<file path="src/rtl/circle_cmd_dispatch_pkg.sv">
// Shared opcodes, FSM state encoding and argument field layout for circle_cmd_dispatch.
package circle_cmd_dispatch_pkg;

  localparam logic [7:0] OP_NOP     = 8'h00;
  localparam logic [7:0] OP_SETBASE = 8'h01;
  localparam logic [7:0] OP_CIRCLE  = 8'h02;
  localparam logic [7:0] OP_END     = 8'hFF;

  localparam int X_LSB = 22;
  localparam int Y_LSB = 12;
  localparam int R_LSB = 0;
  localparam int X_W   = 10;
  localparam int Y_W   = 10;
  localparam int R_W   = 12;

  typedef enum logic [2:0] {
    ST_IDLE       = 3'd0,
    ST_OPCODE     = 3'd1,
    ST_OPERAND    = 3'd2,
    ST_WAIT_IDLE  = 3'd3,
    ST_SEND_COLOR = 3'd4,
    ST_SEND_ARGS  = 3'd5,
    ST_WAIT_ACK   = 3'd6,
    ST_WAIT_DONE  = 3'd7
  } state_e;

  typedef struct packed {
    logic [X_W-1:0] x;
    logic [Y_W-1:0] y;
    logic [R_W-1:0] r;
  } circle_args_t;

  function automatic circle_args_t unpack_args(input logic [31:0] w);
    circle_args_t a;
    a.x = w[X_LSB +: X_W];
    a.y = w[Y_LSB +: Y_W];
    a.r = w[R_LSB +: R_W];
    return a;
  endfunction

endpackage

</file>
<file path="src/rtl/circle_cmd_dispatch_if.sv">
// Command stream plus circle-engine handshake; master = dispatcher, slave = command source / engine.
interface circle_cmd_dispatch_if;

  logic [31:0] cmd_data;
  logic        cmd_valid;
  logic        cmd_ready;

  logic        CE_ready;
  logic [23:0] CE_color;
  logic        CE_color_valid;
  logic [31:0] CE_arguments;
  logic        CE_arguments_valid;
  logic        CE_trigger;
  logic [31:0] CE_frame_base;

  modport master (
    input  cmd_data, cmd_valid, CE_ready,
    output cmd_ready, CE_color, CE_color_valid, CE_arguments,
           CE_arguments_valid, CE_trigger, CE_frame_base
  );

  modport slave (
    output cmd_data, cmd_valid, CE_ready,
    input  cmd_ready, CE_color, CE_color_valid, CE_arguments,
           CE_arguments_valid, CE_trigger, CE_frame_base
  );

endinterface

</file>
<file path="src/rtl/circle_cmd_dispatch_stats.sv">
// Saturating circle / stall counters, present only when CMD_DISPATCH_STATS_EN is defined.
// Counters update one cycle after the qualifying FSM state; stat_clr beats a same-cycle increment.
`ifdef CMD_DISPATCH_STATS_EN
module cmd_dispatch_stats (
  input  logic        clk,
  input  logic        rst_n,
  input  logic        stat_clr,
  input  logic        inc_circle,
  input  logic        inc_stall,
  output logic [31:0] stat_circles,
  output logic [31:0] stat_stall
);

  logic [31:0] circles_q, circles_d;
  logic [31:0] stall_q, stall_d;

  always_comb begin
    circles_d = circles_q;
    stall_d   = stall_q;
    if (stat_clr) begin
      circles_d = '0;
      stall_d   = '0;
    end else begin
      if (inc_circle && (circles_q != '1)) circles_d = circles_q + 32'd1;
      if (inc_stall && (stall_q != '1))    stall_d   = stall_q + 32'd1;
    end
  end

  always_ff @(posedge clk or negedge rst_n) begin
    if (!rst_n) begin
      circles_q <= '0;
      stall_q   <= '0;
    end else begin
      circles_q <= circles_d;
      stall_q   <= stall_d;
    end
  end

  assign stat_circles = circles_q;
  assign stat_stall   = stall_q;

endmodule
`endif

</file>
<file path="src/rtl/circle_cmd_dispatch.sv">
// Decodes command words and drives the circle engine one circle at a time; CMD_DISPATCH_STATS_EN adds stat counters.
// cmd_ready only in OPCODE/OPERAND (1 word/cycle in a command); color strobe after CE_ready, trigger the cycle after.
module circle_cmd_dispatch
  import circle_cmd_dispatch_pkg::*;
#(
  parameter logic [31:0] FRAME_BASE_RST = 32'h1040_0000,
  parameter int unsigned ACK_TIMEOUT    = 8,
  parameter int unsigned ACK_CNT_W      = 4
) (
  input  logic                  clk,
  input  logic                  rst_n,
  circle_cmd_dispatch_if.master bus,
  input  logic                  err_clr,
`ifdef CMD_DISPATCH_STATS_EN
  input  logic                  stat_clr,
  output logic [31:0]           stat_circles,
  output logic [31:0]           stat_stall,
`endif
  output logic                  busy,
  output logic                  done,
  output logic                  err
);

  localparam logic [ACK_CNT_W-1:0] ACK_LAST = ACK_CNT_W'(ACK_TIMEOUT - 1);

  state_e                state_q, state_d;
  logic [7:0]            op_q, op_d;
  logic [23:0]           color_q, color_d;
  circle_args_t          args_q, args_d;
  logic [31:0]           base_q, base_d;
  logic [ACK_CNT_W-1:0]  ack_cnt_q, ack_cnt_d;
  logic                  done_q, done_d;
  logic                  err_q, err_d;

  logic                  cmd_rdy;
  logic                  color_vld;
  logic                  args_vld;
  logic [7:0]            opcode;

  assign opcode = bus.cmd_data[31:24];

  always_comb begin
    state_d   = state_q;
    op_d      = op_q;
    color_d   = color_q;
    args_d    = args_q;
    base_d    = base_q;
    ack_cnt_d = ack_cnt_q;
    done_d    = 1'b0;
    err_d     = err_q & ~err_clr;
    cmd_rdy   = 1'b0;
    color_vld = 1'b0;
    args_vld  = 1'b0;

    case (state_q)
      ST_IDLE: begin
        if (bus.cmd_valid) state_d = ST_OPCODE;
      end

      ST_OPCODE: begin
        cmd_rdy = 1'b1;
        if (bus.cmd_valid) begin
          op_d = opcode;
          case (opcode)
            OP_NOP:     state_d = ST_IDLE;
            OP_SETBASE: state_d = ST_OPERAND;
            OP_CIRCLE: begin
              color_d = bus.cmd_data[23:0];
              state_d = ST_OPERAND;
            end
            OP_END: begin
              done_d  = 1'b1;
              state_d = ST_IDLE;
            end
            default: begin
              // Set is applied after the clear so it wins a same-cycle err_clr.
              err_d   = 1'b1;
              state_d = ST_IDLE;
            end
          endcase
        end
      end

      ST_OPERAND: begin
        cmd_rdy = 1'b1;
        if (bus.cmd_valid) begin
          if (op_q == OP_SETBASE) begin
            base_d  = bus.cmd_data;
            state_d = ST_IDLE;
          end else begin
            args_d  = unpack_args(bus.cmd_data);
            state_d = ST_WAIT_IDLE;
          end
        end
      end

      ST_WAIT_IDLE: begin
        if (bus.CE_ready) state_d = ST_SEND_COLOR;
      end

      ST_SEND_COLOR: begin
        color_vld = 1'b1;
        state_d   = ST_SEND_ARGS;
      end

      ST_SEND_ARGS: begin
        args_vld  = 1'b1;
        ack_cnt_d = '0;
        state_d   = ST_WAIT_ACK;
      end

      ST_WAIT_ACK: begin
        // An engine that never drops CE_ready is treated as finished after ACK_TIMEOUT cycles.
        if (!bus.CE_ready) begin
          state_d = ST_WAIT_DONE;
        end else if (ack_cnt_q == ACK_LAST) begin
          state_d = ST_IDLE;
        end else begin
          ack_cnt_d = ack_cnt_q + ACK_CNT_W'(1);
        end
      end

      ST_WAIT_DONE: begin
        if (bus.CE_ready) state_d = ST_IDLE;
      end

      default: state_d = ST_IDLE;
    endcase
  end

  always_ff @(posedge clk or negedge rst_n) begin
    if (!rst_n) begin
      state_q   <= ST_IDLE;
      op_q      <= OP_NOP;
      color_q   <= '0;
      args_q    <= '0;
      base_q    <= FRAME_BASE_RST;
      ack_cnt_q <= '0;
      done_q    <= 1'b0;
      err_q     <= 1'b0;
    end else begin
      state_q   <= state_d;
      op_q      <= op_d;
      color_q   <= color_d;
      args_q    <= args_d;
      base_q    <= base_d;
      ack_cnt_q <= ack_cnt_d;
      done_q    <= done_d;
      err_q     <= err_d;
    end
  end

  assign bus.cmd_ready          = cmd_rdy;
  assign bus.CE_color           = color_q;
  assign bus.CE_color_valid     = color_vld;
  assign bus.CE_arguments       = args_q;
  assign bus.CE_arguments_valid = args_vld;
  assign bus.CE_trigger         = args_vld;
  assign bus.CE_frame_base      = base_q;

  assign busy = (state_q != ST_IDLE);
  assign done = done_q;
  assign err  = err_q;

`ifdef CMD_DISPATCH_STATS_EN
  cmd_dispatch_stats u_stats (
    .clk          (clk),
    .rst_n        (rst_n),
    .stat_clr     (stat_clr),
    .inc_circle   (state_q == ST_SEND_ARGS),
    .inc_stall    ((state_q == ST_WAIT_IDLE) || (state_q == ST_WAIT_DONE)),
    .stat_circles (stat_circles),
    .stat_stall   (stat_stall)
  );
`endif

endmodule

</file>
<file path="src/flat_wrapper.sv">
// flat-port wrapper written by rule: the top's interface ports become plain ports
module circle_cmd_dispatch_flat import circle_cmd_dispatch_pkg::*;
#(
  parameter logic [31:0] FRAME_BASE_RST = 32'h1040_0000,
  parameter int unsigned ACK_TIMEOUT    = 8,
  parameter int unsigned ACK_CNT_W      = 4
)
  (clk, rst_n, err_clr, busy, done, err, bus_cmd_data, bus_cmd_valid, bus_CE_ready, bus_cmd_ready, bus_CE_color, bus_CE_color_valid, bus_CE_arguments, bus_CE_arguments_valid, bus_CE_trigger, bus_CE_frame_base);
  circle_cmd_dispatch_if bus_i ();
  input  logic clk;
  input  logic rst_n;
  input  logic err_clr;
  output logic busy;
  output logic done;
  output logic err;
  input wire logic [$bits(bus_i.cmd_data)-1:0] bus_cmd_data;
  input wire logic [$bits(bus_i.cmd_valid)-1:0] bus_cmd_valid;
  input wire logic [$bits(bus_i.CE_ready)-1:0] bus_CE_ready;
  output wire logic [$bits(bus_i.cmd_ready)-1:0] bus_cmd_ready;
  output wire logic [$bits(bus_i.CE_color)-1:0] bus_CE_color;
  output wire logic [$bits(bus_i.CE_color_valid)-1:0] bus_CE_color_valid;
  output wire logic [$bits(bus_i.CE_arguments)-1:0] bus_CE_arguments;
  output wire logic [$bits(bus_i.CE_arguments_valid)-1:0] bus_CE_arguments_valid;
  output wire logic [$bits(bus_i.CE_trigger)-1:0] bus_CE_trigger;
  output wire logic [$bits(bus_i.CE_frame_base)-1:0] bus_CE_frame_base;
  assign bus_i.cmd_data = bus_cmd_data;
  assign bus_i.cmd_valid = bus_cmd_valid;
  assign bus_i.CE_ready = bus_CE_ready;
  assign bus_cmd_ready = bus_i.cmd_ready;
  assign bus_CE_color = bus_i.CE_color;
  assign bus_CE_color_valid = bus_i.CE_color_valid;
  assign bus_CE_arguments = bus_i.CE_arguments;
  assign bus_CE_arguments_valid = bus_i.CE_arguments_valid;
  assign bus_CE_trigger = bus_i.CE_trigger;
  assign bus_CE_frame_base = bus_i.CE_frame_base;
  circle_cmd_dispatch #(.FRAME_BASE_RST(FRAME_BASE_RST), .ACK_TIMEOUT(ACK_TIMEOUT), .ACK_CNT_W(ACK_CNT_W)) u_core (.clk(clk), .rst_n(rst_n), .bus(bus_i), .err_clr(err_clr), .busy(busy), .done(done), .err(err));
endmodule
</file>
<file path="config.mk">
export PLATFORM = sky130hd
export DESIGN_NAME = circle_cmd_dispatch_flat
export DESIGN_NICKNAME = d
export VERILOG_FILES = /design/src/rtl/circle_cmd_dispatch_pkg.sv /design/src/rtl/circle_cmd_dispatch_if.sv /design/src/rtl/circle_cmd_dispatch_stats.sv /design/src/rtl/circle_cmd_dispatch.sv /design/src/flat_wrapper.sv
export SDC_FILE = /design/constraint.sdc
export NUM_CORES = 1
export LEC_CHECK = 0
export ABC_AREA = 0
export BUFFER_PORTS_ARGS = -buffer_cell sky130_fd_sc_hd__buf_4
export CORE_AREA = 3 3 95 97
export CTS_BUF_LIST = sky130_fd_sc_hd__clkbuf_2
export DETAILED_ROUTE_END_ITERATION = 7
export DIE_AREA = 0 0 98 100
export GPL_TIMING_DRIVEN = 0
export PLACE_DENSITY_LB_ADDON = 0.3
export SLEW_MARGIN = 15
export SYNTH_ARGS = -nofsm -noshare
export SYNTH_HDL_FRONTEND = slang
export SYNTH_HIERARCHICAL = 1
export SYNTH_SLANG_ARGS = --single-unit
</file>
<file path="constraint.sdc">
create_clock -name clk -period 1.95 [get_ports clk]
set_input_delay 0.0975 -clock clk [delete_from_list [all_inputs] [get_ports clk]]
set_output_delay 0.0975 -clock clk [all_outputs]
set_load 0.005 [all_outputs]
</file>
; Word-level counts from Yosys, hierarchy flattened
; Index checks and enable logic that the tools add are counted.
[classes]
n_bitwise = 3
mux = 22
n_lt_le_gt_ge = 0
reduce_logical = 13
mul = 0
n_eq_ne = 20
div_mod_pow = 0
add_sub_neg = 1
shifts = 0
[op_table]
columns = cell, n
row1 = one-hot mux 3 bit (8 select lines), 1
row2 = 2-to-1 mux 3 bit, 7
row3 = == test 8 x 1 -> 1 bit (second input constant), 2
row4 = != test 2 bit (second input constant), 7
row5 = == test 3 bit (second input constant), 4
row6 = AND reduction 3 bit, 4
row7 = 2-to-1 mux 1 bit, 9
row8 = == test 8 x 2 -> 1 bit (second input constant), 1
row9 = == test 8 bit (second input constant), 1
row10 = logical NOT 8 bit, 1
row11 = 2-to-1 mux 4 bit, 2
row12 = one-hot mux 4 bit (2 select lines), 1
row13 = == test 3 x 2 -> 1 bit (second input constant), 2
row14 = AND reduction 6 bit, 1
row15 = adder 4 x 1 -> 4 bit (second input constant), 1
row16 = == test 4 x 3 -> 1 bit (second input constant), 1
row17 = 2-to-1 mux 2 bit, 2
row18 = OR reduction 2 bit, 2
row19 = OR reduction 4 bit, 1
row20 = == test 3 x 1 -> 1 bit (second input constant), 1
row21 = logical NOT 3 bit, 1
row22 = != test 3 x 2 -> 1 bit (second input constant), 1
row23 = nonzero test 3 bit, 1
row24 = inverter 1 bit, 2
row25 = other kinds (3), 3
[word_totals]
latchBits = 0
input_bits = 37
mem_bits_ro = 0
reg_bits = 105
out_inout_bits = 95
ram_bits = 0
wordCells = 69
memories = 0

; Longest topological paths before layout
; Gate-level depths: netlist (run 1).
[depth]
ltp_word = 5
ltp_mapped = 5
depth_no_buf = 5

; Worst setup path after synthesis (run 1)
; Ideal clock, no wire load.
[synth_path]
path_kind = register -> register
from = register u_core.state_q[0]
to = register u_core.args_q, in the netlist u_core/bus.CE_arguments[10]
setup_slack_ns = 0.233
n_path_buf = 1
arrival_ns = 1.592
setup_time_ns = 0.125
path_stages_with_launch = 5
t_required_ns = 1.825
synth_period_minus_slack_ns = 1.717
cell_sequence = dfrtp_1 > nand2b_1 > nor3_1 > buf_2 > mux2_2
[synth_between]
elab_chain_len = 2
[synth_rtl]
columns = element, line_no
row1 = start: declaration, circle_cmd_dispatch.sv:26  ; state_e state_q, state_d;
row2 = start signal: assignment, circle_cmd_dispatch.sv:142  ; state_q <= state_d;
row3 = == test 3 x 2 -> 1 bit, circle_cmd_dispatch.sv:55  ; case (state_q)
row4 = AND reduction 3 bit (no line), n/a
row5 = end signal: assignment, circle_cmd_dispatch.sv:145  ; args_q <= args_d;
row6 = end: declaration, circle_cmd_dispatch.sv:29  ; circle_args_t args_q, args_d;
; Every way passes these cells.
; A chain may end at the register's enable or synchronous reset.

; Final worst setup path (run 1)
[layout_path]
from = register u_core.op_q[5]
to = register u_core.base_q[23] (netlist: u_core/bus.CE_frame_base[23])
[layout_between]
elab_chain_len = 2
[layout_rtl]
columns = element, line_no
row1 = start: declaration, circle_cmd_dispatch.sv:27  ; logic [7:0] op_q, op_d;
row2 = start signal: assignment, circle_cmd_dispatch.sv:143  ; op_q <= op_d;
row3 = == test 8 x 1 -> 1 bit, circle_cmd_dispatch.sv:87  ; if (op_q == OP_SETBASE) begin
row4 = AND reduction 3 bit (no line), n/a
row5 = end signal: assignment, circle_cmd_dispatch.sv:146  ; base_q <= base_d;
row6 = end: declaration, circle_cmd_dispatch.sv:30  ; logic [31:0] base_q, base_d;
; Every way passes these cells.

==> results of run 1 <==
-- cell families after synthesis --
family	count (synthesis)	share of synthesized area [%]
adder cells (fa/ha/maj)	1	0.2912
AND/OR/NAND/NOR	42	6.028
multiplexers	97	27.14
AO/OA/AOI/OAI	18	2.854
flip-flops	105	61.21
XOR/XNOR	2	0.4078
buffers and inverters	17	2.067
-- per-stage QoR --
stage	instances	area, um^2	hold slack [ps]	total power [W]
3_3_place_gp	517	5404	285.8	0.003207
5_1_grt	573	5986	149.7	0.004602
6_report	573	5986	156.9	0.004362
2_1_floorplan	282	4297	-198.1	0.002882
4_1_cts	570	5924	144.8	0.004349
3_5_place_dp	517	5408	288.0	0.003250
-- final cells by class --
| class | instances | area (um^2) |
|---|---|---|
| fillers | 561 | 2231 |
| multi-input cells | 160 | 1613 |
| clock inverters | 7 | 68.82 |
| plain buffers | 14 | 110.1 |
| well taps | 105 | 131.4 |
| flip-flops and latches | 105 | 2631 |
| inverters | 3 | 11.26 |
| clock buffers | 9 | 45.04 |
| repair buffers | 170 | 1375 |
-- placed cells by master, fill, tap and decap left out, types with 3 or more instances in the layout --
master	n
sky130_fd_sc_hd__mux2_4	20
sky130_fd_sc_hd__nand2b_1	4
sky130_fd_sc_hd__mux2_2	73
sky130_fd_sc_hd__clkbuf_2	10
sky130_fd_sc_hd__dlygate4sd3_1	36
sky130_fd_sc_hd__buf_4	138
sky130_fd_sc_hd__inv_8	4
sky130_fd_sc_hd__dfrtp_1	102
sky130_fd_sc_hd__nor2_1	6
sky130_fd_sc_hd__mux2_1	3
sky130_fd_sc_hd__nor3_1	4
sky130_fd_sc_hd__buf_6	3
sky130_fd_sc_hd__nand2_1	8
sky130_fd_sc_hd__o21ai_0	6
sky130_fd_sc_hd__buf_2	3
-- layer usage --
| metal | global-route usage (%) | vias to the layer above | part of all wire (%) |
|---|---|---|---|
| li1 | - | 1368 | - |
| met1 | 25.43 | 1498 | 40 |
| met2 | 38.12 | 86 | 54 |
| met3 | 5.976 | 10 | 5.1 |
| met4 | 5.112 | 0 | 1.3 |
| met5 | 0 | - | 0 |
-- registers in the layout (all words and copies together), names as in the netlist --
| signal | count |
|---|---|
| u_core/err | 1 |
| u_core/done | 1 |
| u_core/op_q | 8 |
| u_core/state_q | 3 |
| u_core/bus.CE_frame_base | 32 |
| u_core/bus.CE_color | 24 |
| u_core/bus.CE_arguments | 32 |
| u_core/ack_cnt_q | 4 |
-- final timing paths --
path / slack (ps) / to / start / cells after the start
hold / removal: 160 / u_core/bus.CE_arguments[29] / rst_n / 2
setup reg to reg: 60 / u_core/bus.CE_frame_base[23] / u_core/op_q[5] / 5
hold reg to reg: 540 / u_core/ack_cnt_q[0] / u_core/ack_cnt_q[0] / 1
min in group clk: 220 / u_core/err / err_clr / 3
max in group asynchronous: 1090 / u_core/state_q[2] / rst_n / 2
setup / recovery: 60 / u_core/bus.CE_frame_base[23] / u_core/op_q[5] / 5
-- report_power, final --
part | internal (W) | switching [W]
combinational | 0.000523 | 0.000361
sequential | 0.00236 | 0.000127
clock | 0.000209 | 0.000779
total | 0.00310 | 0.00127
-- worst register-to-register path: stages, from the launching register on --
cell and delay, ps:
sky130_fd_sc_hd__dfrtp_1 470, sky130_fd_sc_hd__nor4_2 290, sky130_fd_sc_hd__and4b_2 330, sky130_fd_sc_hd__nand2_1 160
sky130_fd_sc_hd__buf_2 260, sky130_fd_sc_hd__mux2_2 300
-- repair_timing --
item / CTS / global route
hold buffers: 37 / 0
resized for setup: 12 / 22
gates cloned: 0 / 0
pin swaps: 0 / 2
setup buffers: 0 / 3
endpoints found under the hold margin: 208 / 0
endpoints found under the setup margin: 64 / 85
==> flow_results.org, run 1 <==
** Critical path
- Kind of cell with the highest combined delay on the critical path :: simple AND/OR/NAND/NOR gates
- Along the worst path, the maximum fanout reaches 10.
- STA classifies the critical path endpoint as a flip-flop.
- Crit-path max cell delay :: roughly 470 ps
- Together, buffers and inverters on the worst path number 1.
- On the critical path, the stage with the largest delay is an instance of sky130_fd_sc_hd__dfrtp_1.
- Data arrival at the endpoint of the critical path :: about 2400 ps
- By startpoint and endpoint, the worst setup path is classified as reg -> reg.
- Required time reported for the critical path endpoint :: 2430 ps
- List of cells traversed by the critical path :: nor4_2 -> and4b_2 -> nand2_1 -> buf_2 -> mux2_2
- STA classifies the critical path startpoint as a flip-flop.

** Logic synthesis
- By instance count, the leading cell after synthesis is sky130_fd_sc_hd__dfrtp_1.
- By area the synthesized netlist is led by sky130_fd_sc_hd__dfrtp_1 (60%), sky130_fd_sc_hd__mux2_2 (19%), sky130_fd_sc_hd__mux2_4 (7.0%), sky130_fd_sc_hd__dfstp_2 (1.2%), sky130_fd_sc_hd__nand2_1 (0.79%).
- Flip-flop cell with the highest count after synthesis :: sky130_fd_sc_hd__dfrtp_1
- Synthesis instantiated 39 different standard cells from the library.
- When the netlist entered floorplanning its net count stood at between 300 and 400.
- The top cell type by area accounts for roughly 60% of the synthesized area.
- Number of synthesized flops with an enable pin :: 0
- Instance count of the mapped netlist :: approximately 280
- Share of flip-flops with an asynchronous set or reset after synthesis :: 100.0%
- Sorting the synthesized cells by how often they occur yields sky130_fd_sc_hd__dfrtp_1 (103), sky130_fd_sc_hd__mux2_2 (73), sky130_fd_sc_hd__mux2_4 (20).
- The synthesized netlist occupies a cell area of 4297 um^2.
- Mean instance size in the synthesized netlist :: 15.24 um^2
- Number of warning messages in the yosys log :: 6
- Area leader, netlist :: sky130_fd_sc_hd__dfrtp_1
- The synthesized design contains 105 register bits.
- Summing the sequential cell areas from Yosys gives 61.21% of the chip area.

** Global route
- Total routing usage reported by global routing :: 21.24%
- Pin count of the biggest net entering global routing :: about 110
- After global routing the overflow that remains totals 0.
- Global-route wire length before repair :: 16.31 mm
- Number of antenna violations at the first check in global routing :: 0
- The via count of the first global-routing pass is 3119.

** Timing
- The number of hold-slack violations in the final timing report came to 0.
- Setup repair after global routing could not meet its margin everywhere.
- The final critical path takes up between 90% and 100% of the cycle.
- # setup viols final :: 0
- At the pin with the least slew margin, the transition time is approximately 940 ps.
- For this run, the top clock speed supported by timing is between 500 and 600 MHz.
- Post-layout worst setup margin :: 55.82 ps
- Minimum clock period :: ~1900 ps
- Setup total negative slack on the finished layout was measured at 0 ps.
- Relative slew margins :: a little under two fifths
- On the final layout, the worst clock skew is 30.62 ps.
- Max-slew violation count :: 0

** Clock network
- Clk sinks :: ~110
- Buffers inserted during clock tree synthesis total 9.
- No sink is reached through more buffers than the 2 on the longest clock path.
- The later pin in the worst-skew pair is clocked with a latency of roughly 560 ps.
- Clock-pin slew on the worst setup and hold paths :: around 310 ps
- CTS built an H-tree with a depth of 3.
- TritonCTS built the clock tree.
- The tree is rooted in a sky130_fd_sc_hd__clkbuf_2.

** Placed design
- HPWL reported at the end of detailed placement :: 6.645 mm
- Buffers on Ports :: 130
- Post-placement setup slack :: -227.3 ps
- Routability Congestion :: 0.8224

** Detailed routing
- Vias :: about 3.0k
- For this block, the initial DRC count from the detailed router was 71.
- First-pass iteration count of the detailed router :: 4
- For this run, design rule violations remaining after detail routing come to 0.
- Once detail routing completed, the nets flagged for antenna violations numbered 0.
- Average detailed-routed wire length per instance :: between 15 and 20 um
- The final layout contains routed wiring with a total length of approximately 10 mm.
- Drt via density :: between 5 and 6

** Cells and area
- Antenna diode instance count :: 0
- At the end of the flow, the number of nets in the layout was ~500.
- Area growth from synthesis to layout :: 39.31%
- Layout cells sized above 1 :: around 58%
- Cells fill around 73% of the core in the end.

** Power
- VDD sags by at most just under 0.6 mV.
- Power Density :: around 730 nW/um^2
- The analysis attributes to cell leakage a power of between 3 and 4 nW.

** Floorplanning
- Initial standard-cell utilization of the core :: 52.29%
- Die Ht :: ~100 um
- After floorplanning, the core was divided into 33 placement rows.
- Die Span X :: 98 um
- Number of placed I/O pins :: 132
- Placeable core region :: a little over 8000 um^2
- The die covers 9800 um^2.

** Worst hold path
- Hold crit path type :: in -> async

** Status
- Run status :: finished clean

** Run
- The tool flagged a number of max-cap violations equal to 0.
Power figures use the tool's default switching activity.
==> run 2, diff against run 1 <==
--- a/config.mk
+++ b/config.mk
@@ -11,7 +11,6 @@
 export CTS_BUF_LIST = sky130_fd_sc_hd__clkbuf_2
 export DETAILED_ROUTE_END_ITERATION = 7
 export DIE_AREA = 0 0 98 100
-export GPL_TIMING_DRIVEN = 0
 export PLACE_DENSITY_LB_ADDON = 0.3
 export SLEW_MARGIN = 15
 export SYNTH_ARGS = -nofsm -noshare
==> flow_results.org, run 2 (synthesis results as in run 1) <==
** Worst hold path
- Hold crit path type :: in -> reg

** Timing
- Measured against its own limit, the worst slew margin works out to between 70 and 80%.
- Setup total negative slack :: 0 ps
- Timing would allow up to roughly 550 MHz.
- Unrepaired setup endpoints after global routing :: no
- Setup violations remaining at the end of the flow were counted as 0.
- Hold is met by 258.1 ps.
- Worst-margin pin slew :: between 400 and 500 ps
- Max-slew violation count :: 0
- The worst path uses between 90% and 100% of the clock period.
- Post-layout worst setup margin :: about 130 ps
- The number of hold-slack violations in the final timing report came to 0.
- Minimum clock period :: about 1800 ps
- Clk_skew :: 27.41 ps

** Detailed routing
- In this run the top signal layer used is met4.
- Detailed routing placed a total of just over 5 mm of wire on met2.
- Routed Wire Length :: 9.717 mm
- Vias :: 2949
- Drt via density :: ~5.2
- Average detailed-routed wire length per instance :: between 15 and 20 um
- Met3 wirelength from detailed routing :: 492 um
- Length of routed wiring on met1 :: approximately 4 mm
- Remaining routing DRC violations :: 0
- First-pass iteration count of the detailed router :: 4
- Initial DRC Count :: 76
- The detail route stage leaves a number of antenna-violating nets equal to 0.

** Placed design
- Buffers on Ports :: ~130
- OpenSTA, run right after detailed placement, puts the worst setup slack at about 180 ps.
- The congestion estimate from routability-driven global placement came to approximately 0.86.
- The HPWL after detailed placement is ~7 mm.
- Post-DP Area :: approximately 5500 um^2

** Clock network
- The H-tree generated during clock tree synthesis spans 3 levels.
- The clock passes through at most 2 buffers.
- In this run, post-CTS repair resized a total of 0 instances.
- At the later pin of the worst-skew pair, clock insertion delay measures 550 ps.
- In this run, post-CTS hold repair placed 37 buffers.
- Clock-pin slew on the worst setup and hold paths :: roughly 250 ps
- Clock tree from TritonCTS :: yes
- Post-CTS setup repair buffer count :: 0
- Clock tree synthesis selected as its root buffer the cell sky130_fd_sc_hd__clkbuf_2.
- Clock tree synthesis inserted a total of 9 buffers.
- For this design, the sink count on the clock tree is 105.

** Cells and area
- Cells with a size suffix above 1 make up between 50% and 60% of the layout.
- Area growth from synthesis to layout :: 39.92%
- Leaving out fill and tap cells, the most frequent cell in the layout is sky130_fd_sc_hd__buf_4.
- Antenna diode instance count :: 0
- At the end of the flow, the number of nets in the layout was between 400 and 500.
- Post-route cell area :: ~6000 um^2
- Top library cells by usage in the layout, fill and taps aside :: sky130_fd_sc_hd__buf_4 (140), sky130_fd_sc_hd__dfrtp_1 (103), sky130_fd_sc_hd__mux2_2 (73)
- Fill cells in the final layout number 555.

** Global route
- The via count of the first global-routing pass came to 3102.
- Global-route wire length before repair :: roughly 16 mm
- Total routing usage reported by global routing :: approximately a fifth
- Pin count of the biggest net entering global routing :: 50
- Gr ovfl total :: 0
- The number of antenna violations at the first check in global routing is 0.

** Critical path
- STA classifies the critical path startpoint as a flip-flop.
- Together, buffers and inverters on the worst path number 1.
- Largest fanout of any net on the critical path :: 19
- Data on the critical path arrives at its endpoint at 2270 ps.
- Data on the critical path is required at its endpoint by between 2000 and 2500 ps.
- The cell family contributing the most delay on the critical path is simple AND/OR/NAND/NOR gates.
- The worst setup path is of the reg -> reg kind.
- Crit-path max cell delay :: around 440 ps
- Critical path's slowest cell :: sky130_fd_sc_hd__dfrtp_1
- Worst setup EP type :: flip-flop
- List of cells traversed by the critical path :: nor4_1 -> and4b_1 -> nand2_1 -> buf_12 -> mux2_2

** Power
- Comb pwr share :: about a fifth
- Of the total power, the clock network draws 24.9%.
- VDD sags by at most 0.4699 mV.
- In this run the power spent charging and discharging nets is around 0.0011 W.
- Summed over all cells, the static leakage comes to between 3 and 4 nW.
- Internal power comes to approximately 0.0033 W.
- Total power for the finished layout comes to between 0.004 and 0.005 W.
- Power spread over the standard cell area amounts to about 730 nW/um^2.
- Net switching is about a quarter of the power.
- Power share of the sequential group :: about 56%

** Run
- Max Cap Viol :: 0

** Floorplanning
- The die is 98 um wide.
- Once the floorplan was initialized, standard cells occupied between 50% and 60% of the core.
- During I/O placement, the number of pins put on the boundary was approximately 130.
- Die Ht :: roughly 100 um
- The initialized floorplan defines 33 standard-cell rows.
- The floorplan step defined a core boundary enclosing roughly 8200 um^2.
- Overall die area :: a little under 10000 um^2

** Status
- Run status :: finished clean
[run 2: cell count changes in the layout (fill, tap and decap cells not counted), sizes merged]
cell	delta
dlymetal6s4s	-1
clkinv	+1
clkbuf	-1
dlygate4sd3	+1
inv	-3
bufinv	+2
clkinvlp	-2
[run 2: worst reg2reg max path, stage by stage (launching register included)]
cell	delay [ps]
sky130_fd_sc_hd__dfrtp_1	440
sky130_fd_sc_hd__nor4_1	300
sky130_fd_sc_hd__and4b_1	340
sky130_fd_sc_hd__nand2_1	160
sky130_fd_sc_hd__buf_12	200
sky130_fd_sc_hd__mux2_2	300
[run 2: final timing paths]
check | depth (start not counted) | slack [ps] | to | startpoint
setup / recovery | 5 | 130 | u_core/bus.CE_frame_base[11] | u_core/op_q[5]
hold / removal | 3 | 260 | u_core/err | err_clr
setup reg to reg | 5 | 130 | u_core/bus.CE_frame_base[11] | u_core/op_q[5]
hold reg to reg | 1 | 530 | u_core/ack_cnt_q[0] | u_core/ack_cnt_q[0]
max in group asynchronous | 4 | 1020 | u_core/bus.CE_arguments[13] | rst_n
min in group asynchronous | 4 | 580 | u_core/bus.CE_frame_base[3] | rst_n
[run 2: final cells by class]
cell class	instances	area (um^2)	area share, %
clock buffers	10	50.05	0.8325
clock inverters	5	78.83	1.311
inverters	3	11.26	0.1873
multi-input cells	160	1589	26.43
flip-flops and latches	105	2630	43.75
well taps	105	131.4	2.185
repair buffers	182	1521	25.31
[run 2: power groups by stage]
stage	clock network (W)	registers, W	logic, W
global route	0.00122	0.00251	0.000910
detailed placement	0	0.00252	0.000757
CTS	0.00113	0.00248	0.000827
global placement	0	0.00251	0.000734
finish	0.00110	0.00248	0.000817
floorplan	0	0.00249	0.000393
[run 2: metal layers]
| metal | vias up | global-route usage, % |
|---|---|---|
| li1 | 1366 | - |
| met1 | 1487 | 26.75 |
| met2 | 84 | 36.65 |
| met3 | 12 | 3.753 |
| met4 | 0 | 7.029 |
| met5 | - | 0 |
[run 2: metrics by stage]
| step | util [%] | instances |
|---|---|---|
| 2_1_floorplan | - | 282 |
| 3_3_place_gp | 66.85 | 517 |
| 3_5_place_dp | 66.85 | 517 |
| 4_1_cts | 73.05 | 569 |
| 5_1_grt | 73.17 | 570 |
| 6_report | 73.17 | 570 |
==> run 3, diff against run 2 <==
--- a/config.mk
+++ b/config.mk
@@ -15,5 +15,4 @@
 export SLEW_MARGIN = 15
 export SYNTH_ARGS = -nofsm -noshare
 export SYNTH_HDL_FRONTEND = slang
-export SYNTH_HIERARCHICAL = 1
 export SYNTH_SLANG_ARGS = --single-unit
==> flow_results.org, run 3 <==
** Detailed routing
- Vias :: slightly below 3k
- In the routed layout, each cell is associated on average with a via count of 5.193.
- The first detailed-routing pass took 4 iterations.
- After the first detailed-routing iteration, the DRC count stood at a little under 50.
- Routed Wire Length :: a little under 10 mm
- After detailed routing, the average wire length per cell comes to ~17 um.
- For this run, design rule violations remaining after detail routing come to 0.
- Post-route ant nets :: 0

** Logic synthesis
- Yosys printed 0 warnings.
- Synthesis inferred 105 register bits.
- Summing every instance area after synthesis gives 4299 um^2.
- When the netlist entered floorplanning its net count stood at ~320.
- For this run, asynchronously set or reset flops after synthesis account for 100.0%.
- Synthesis handed over a netlist of 280 instances.
- Dominant cell by count in the synthesized netlist :: sky130_fd_sc_hd__dfrtp_1
- After synthesis, the most frequently instantiated cells are sky130_fd_sc_hd__dfrtp_1 (103), sky130_fd_sc_hd__mux2_2 (77), sky130_fd_sc_hd__mux2_4 (20).
- The portion of synthesized area spent on multiplexers is 27.39%.
- Summed over all instances, the cell type with the most area after synthesis is sky130_fd_sc_hd__dfrtp_1.
- In this run the biggest area consumer among cell types represents approximately three fifths of the synthesized area.
- Top area cells in the synthesized netlist :: sky130_fd_sc_hd__dfrtp_1 (60%), sky130_fd_sc_hd__mux2_2 (20%), sky130_fd_sc_hd__mux2_4 (7.0%), sky130_fd_sc_hd__dfstp_2 (1.2%), sky130_fd_sc_hd__xnor2_1 (0.81%)
- In this run the mean area of a mapped cell was approximately 15 um^2.
- Dominant combinational cell family by area after synthesis :: multiplexers
- In this run, synthesis inferred 0 flip-flops with an integrated enable.
- Counting distinct cell types in the post-synthesis netlist gives 37.
- The synthesized netlist devotes less than 1% of its cell area to adder and majority cells.
- Sequential area share after synthesis :: between 60% and 70%
- Among all flip-flop cells after synthesis, the most frequent one is sky130_fd_sc_hd__dfrtp_1.
- After Yosys synthesis, and, or, nand and nor cells account for 6.519% of the synthesized area.
- XOR/XNOR share of the synthesized area :: less than 1%
- Summing the areas of all compound-gate instances in the mapped netlist gives between 1.5 and 2% of the synthesized area.

** Timing
- Max-slew violation count :: 0
- Final critical-path share of the clock period :: between 90% and 100%
- For the final routed database, the setup TNS stands at 0 ps.
- Max Freq :: around 530 MHz
- Across all hold checks on the routed design, the worst slack comes to 62.90 ps.
- The worst path in the final design needs a cycle of ~1900 ps, including I/O delays and setup.
- Worst-margin pin slew :: roughly 600 ps
- Across the routed clock network, the largest skew measured is roughly 42 ps.
- Unrepaired setup endpoints after global routing :: no
- Setup violations remaining at the end of the flow were counted as 0.
- Relative slew margins :: approximately 60%
- The number of hold-slack violations in the final timing report was 0.

** Run
- Max Cap Viol :: 0

** Worst hold path
- The path class of the tightest hold or removal check is in -> async.

** Global route
- For this run, global-route usage on met1 was measured as 24.70%.
- Total routing usage reported by global routing :: about a fifth
- The total overflow left after global routing is 0.
- Number of antenna violations at the first check in global routing :: 0
- Pin count of the biggest net entering global routing :: 50
- Met2 Track Usage GR :: approximately 35%
- Global routing used under 10% of the available met3 tracks.
- Number of global-route vias before repair :: ~3.2k
- The first global-routing pass estimated about 16 mm of wire.
- The global routing stage identified its most utilized layer as met2.

** Cells and area
- Layout cells sized above 1 :: approximately 58%
- The filler cells instantiated in the layout total roughly 550.
- Antenna diode instance count :: 0
- Leaving out fill and tap cells, the most frequent cell in the layout is sky130_fd_sc_hd__buf_4.
- Compared with the post-synthesis result, the final layout area differs by 39.09%.
- Top library cells by usage in the layout, fill and taps aside :: sky130_fd_sc_hd__buf_4 (141), sky130_fd_sc_hd__dfrtp_1 (103), sky130_fd_sc_hd__mux2_2 (77)
- In the final design database the tool counted 498 nets.

** Power
- Clock share of power :: between 10% and 20%
- Internal cell power :: 0.004518 W
- The analysis attributes to net switching a power of around 0.0019 W.
- The share of total power dissipated in combinational logic is 37.0%.
- Peak supply drop :: 0.5875 mV
- Power Density :: ~1100 nW/um^2
- The analysis attributes to cell leakage a power of just over 3 nW.
- Net switching is 29.95% of the power.
- Per report_power, the sequential group accounts for between 40% and 50% of the total.

** Floorplanning
- The floorplan has 33 rows.
- In this run the vertical extent of the chip is approximately 100 um.
- Die Span X :: 98 um
- Placeable core region :: slightly above 8000 um^2
- Once the floorplan was initialized, standard cells occupied between 50% and 60% of the core.
- The die covers 9800 um^2.
- During I/O placement, the number of pins put on the boundary was around 130.

** Placed design
- The wire-length estimate of the detail-placed layout is 6.718 mm.
- Routability Congestion :: about 0.87
- Buffers on Ports :: 131

** Clock network
- TritonCTS built the clock tree.
- The later pin in the worst-skew pair is clocked with a latency of 540 ps.
- Clk Tree Root Cell :: sky130_fd_sc_hd__clkbuf_2
- The number of clock buffers added by TritonCTS is 9.
- Clk sinks :: around 110
- Counting along the longest clock path gives a buffer depth of 2.
- Clock-pin slew on the worst setup and hold paths :: roughly 270 ps
- The H-tree was split into 3 levels.

** Critical path
- At the worst endpoint, the arrival time is between 2000 and 2500 ps.
- Worst setup EP type :: flip-flop
- STA classifies the critical path startpoint as a flip-flop.
- The worst setup path is of the reg -> reg kind.
- Largest fanout of any net on the critical path :: 23
- R2r setup slk :: around 60 ps
- Required time reported for the critical path endpoint :: about 2400 ps

** Status
- The run finished with clean final reports.
==> run 3: changes by cell type in the layout (fill, tap and decap cells not counted), sizes merged, moves of 3 or more <==
cell	before	now
clkinvlp	0	4
nand2b	5	1
nor2	6	9
nor2b	3	0
nor3	6	2
nor3b	0	3
==> run 3: what timing repair did <==
| action | in CTS | in global routing |
|---|---|---|
| gates resized for setup | 2 | 1 |
| pin swaps | 1 | 1 |
| setup buffers | 0 | 4 |
| setup endpoints to repair | 11 | 1 |
| hold endpoints to repair | 203 | 0 |
| hold buffers | 36 | 0 |
==> run 3: per-stage QoR <==
step           area (um^2)  worst slack, ps  total power (W)  utilization (%)  cells
2_1_floorplan         4299            209.7         0.004236                -    280
3_3_place_gp          5484            136.1         0.005427            66.74    514
3_5_place_dp          5484            8.504         0.005525            66.74    514
4_1_cts               5946            22.23         0.006471            72.36    566
5_1_grt               5979            14.07         0.006885            72.77    570
6_report              5979            60.26         0.006449            72.77    570
==> run 3: layer usage <==
| layer | share of wire [%] | vias to the layer above |
|---|---|---|
| li1 | - | 1363 |
| met1 | 41 | 1477 |
| met2 | 50 | 107 |
| met3 | 6.9 | 13 |
| met4 | 1.5 | 0 |
| met5 | 0 | - |
==> run 3: logic make-up (layout without fill, tap and decap cells) <==
family                   after synthesis  count (layout)
AO/OA/AOI/OAI                         11              11
XOR/XNOR                               4               4
adder cells (fa/ha/maj)                1               1
buffers and inverters                 18             203
flip-flops                           105             105
multiplexers                          98              98
AND/OR/NAND/NOR                       43              43
==> run 3: area by class of cell <==
class	instances	area, um^2	share of cell area (%)
flip-flops and latches	105	2630	43.98
multi-input cells	157	1585	26.51
repair buffers	183	1521	25.44
well taps	105	131.4	2.197
clock buffers	11	55.05	0.9207
clock inverters	5	41.29	0.6905
inverters	4	15.01	0.2511
==> run 3: worst max-delay path, stage by stage, from the launching register on <==
cell                      delay [ps]
sky130_fd_sc_hd__dfrtp_1         440
sky130_fd_sc_hd__nor4_1          300
sky130_fd_sc_hd__and4b_2         340
sky130_fd_sc_hd__nand4_1         170
sky130_fd_sc_hd__buf_6           220
sky130_fd_sc_hd__mux2_2          290
==> run 3: final timing paths <==
| check | from | end | depth (start not counted) |
|---|---|---|---|
| max reg2reg | u_core.op_q[4] | u_core.bus.CE_frame_base[29] | 5 |
| max in group asynchronous | rst_n | u_core.bus.CE_frame_base[22] | 3 |
| min reg2reg | u_core.op_q[1] | u_core.op_q[1] | 1 |
| max | u_core.op_q[4] | u_core.bus.CE_frame_base[29] | 5 |
| min | rst_n | u_core.ack_cnt_q[2] | 2 |
| min in group clk | bus_cmd_valid | u_core.state_q[0] | 4 |
==> run 3: power groups by stage <==
stage | clock network (W) | logic (W) | registers (W)
final | 0.000877 | 0.00239 | 0.00319
after global routing | 0.00100 | 0.00261 | 0.00327
after CTS | 0.000913 | 0.00237 | 0.00319
after detailed placement | 0 | 0.00229 | 0.00323
after global placement | 0 | 0.00223 | 0.00320
after floorplan | 0 | 0.00103 | 0.00321
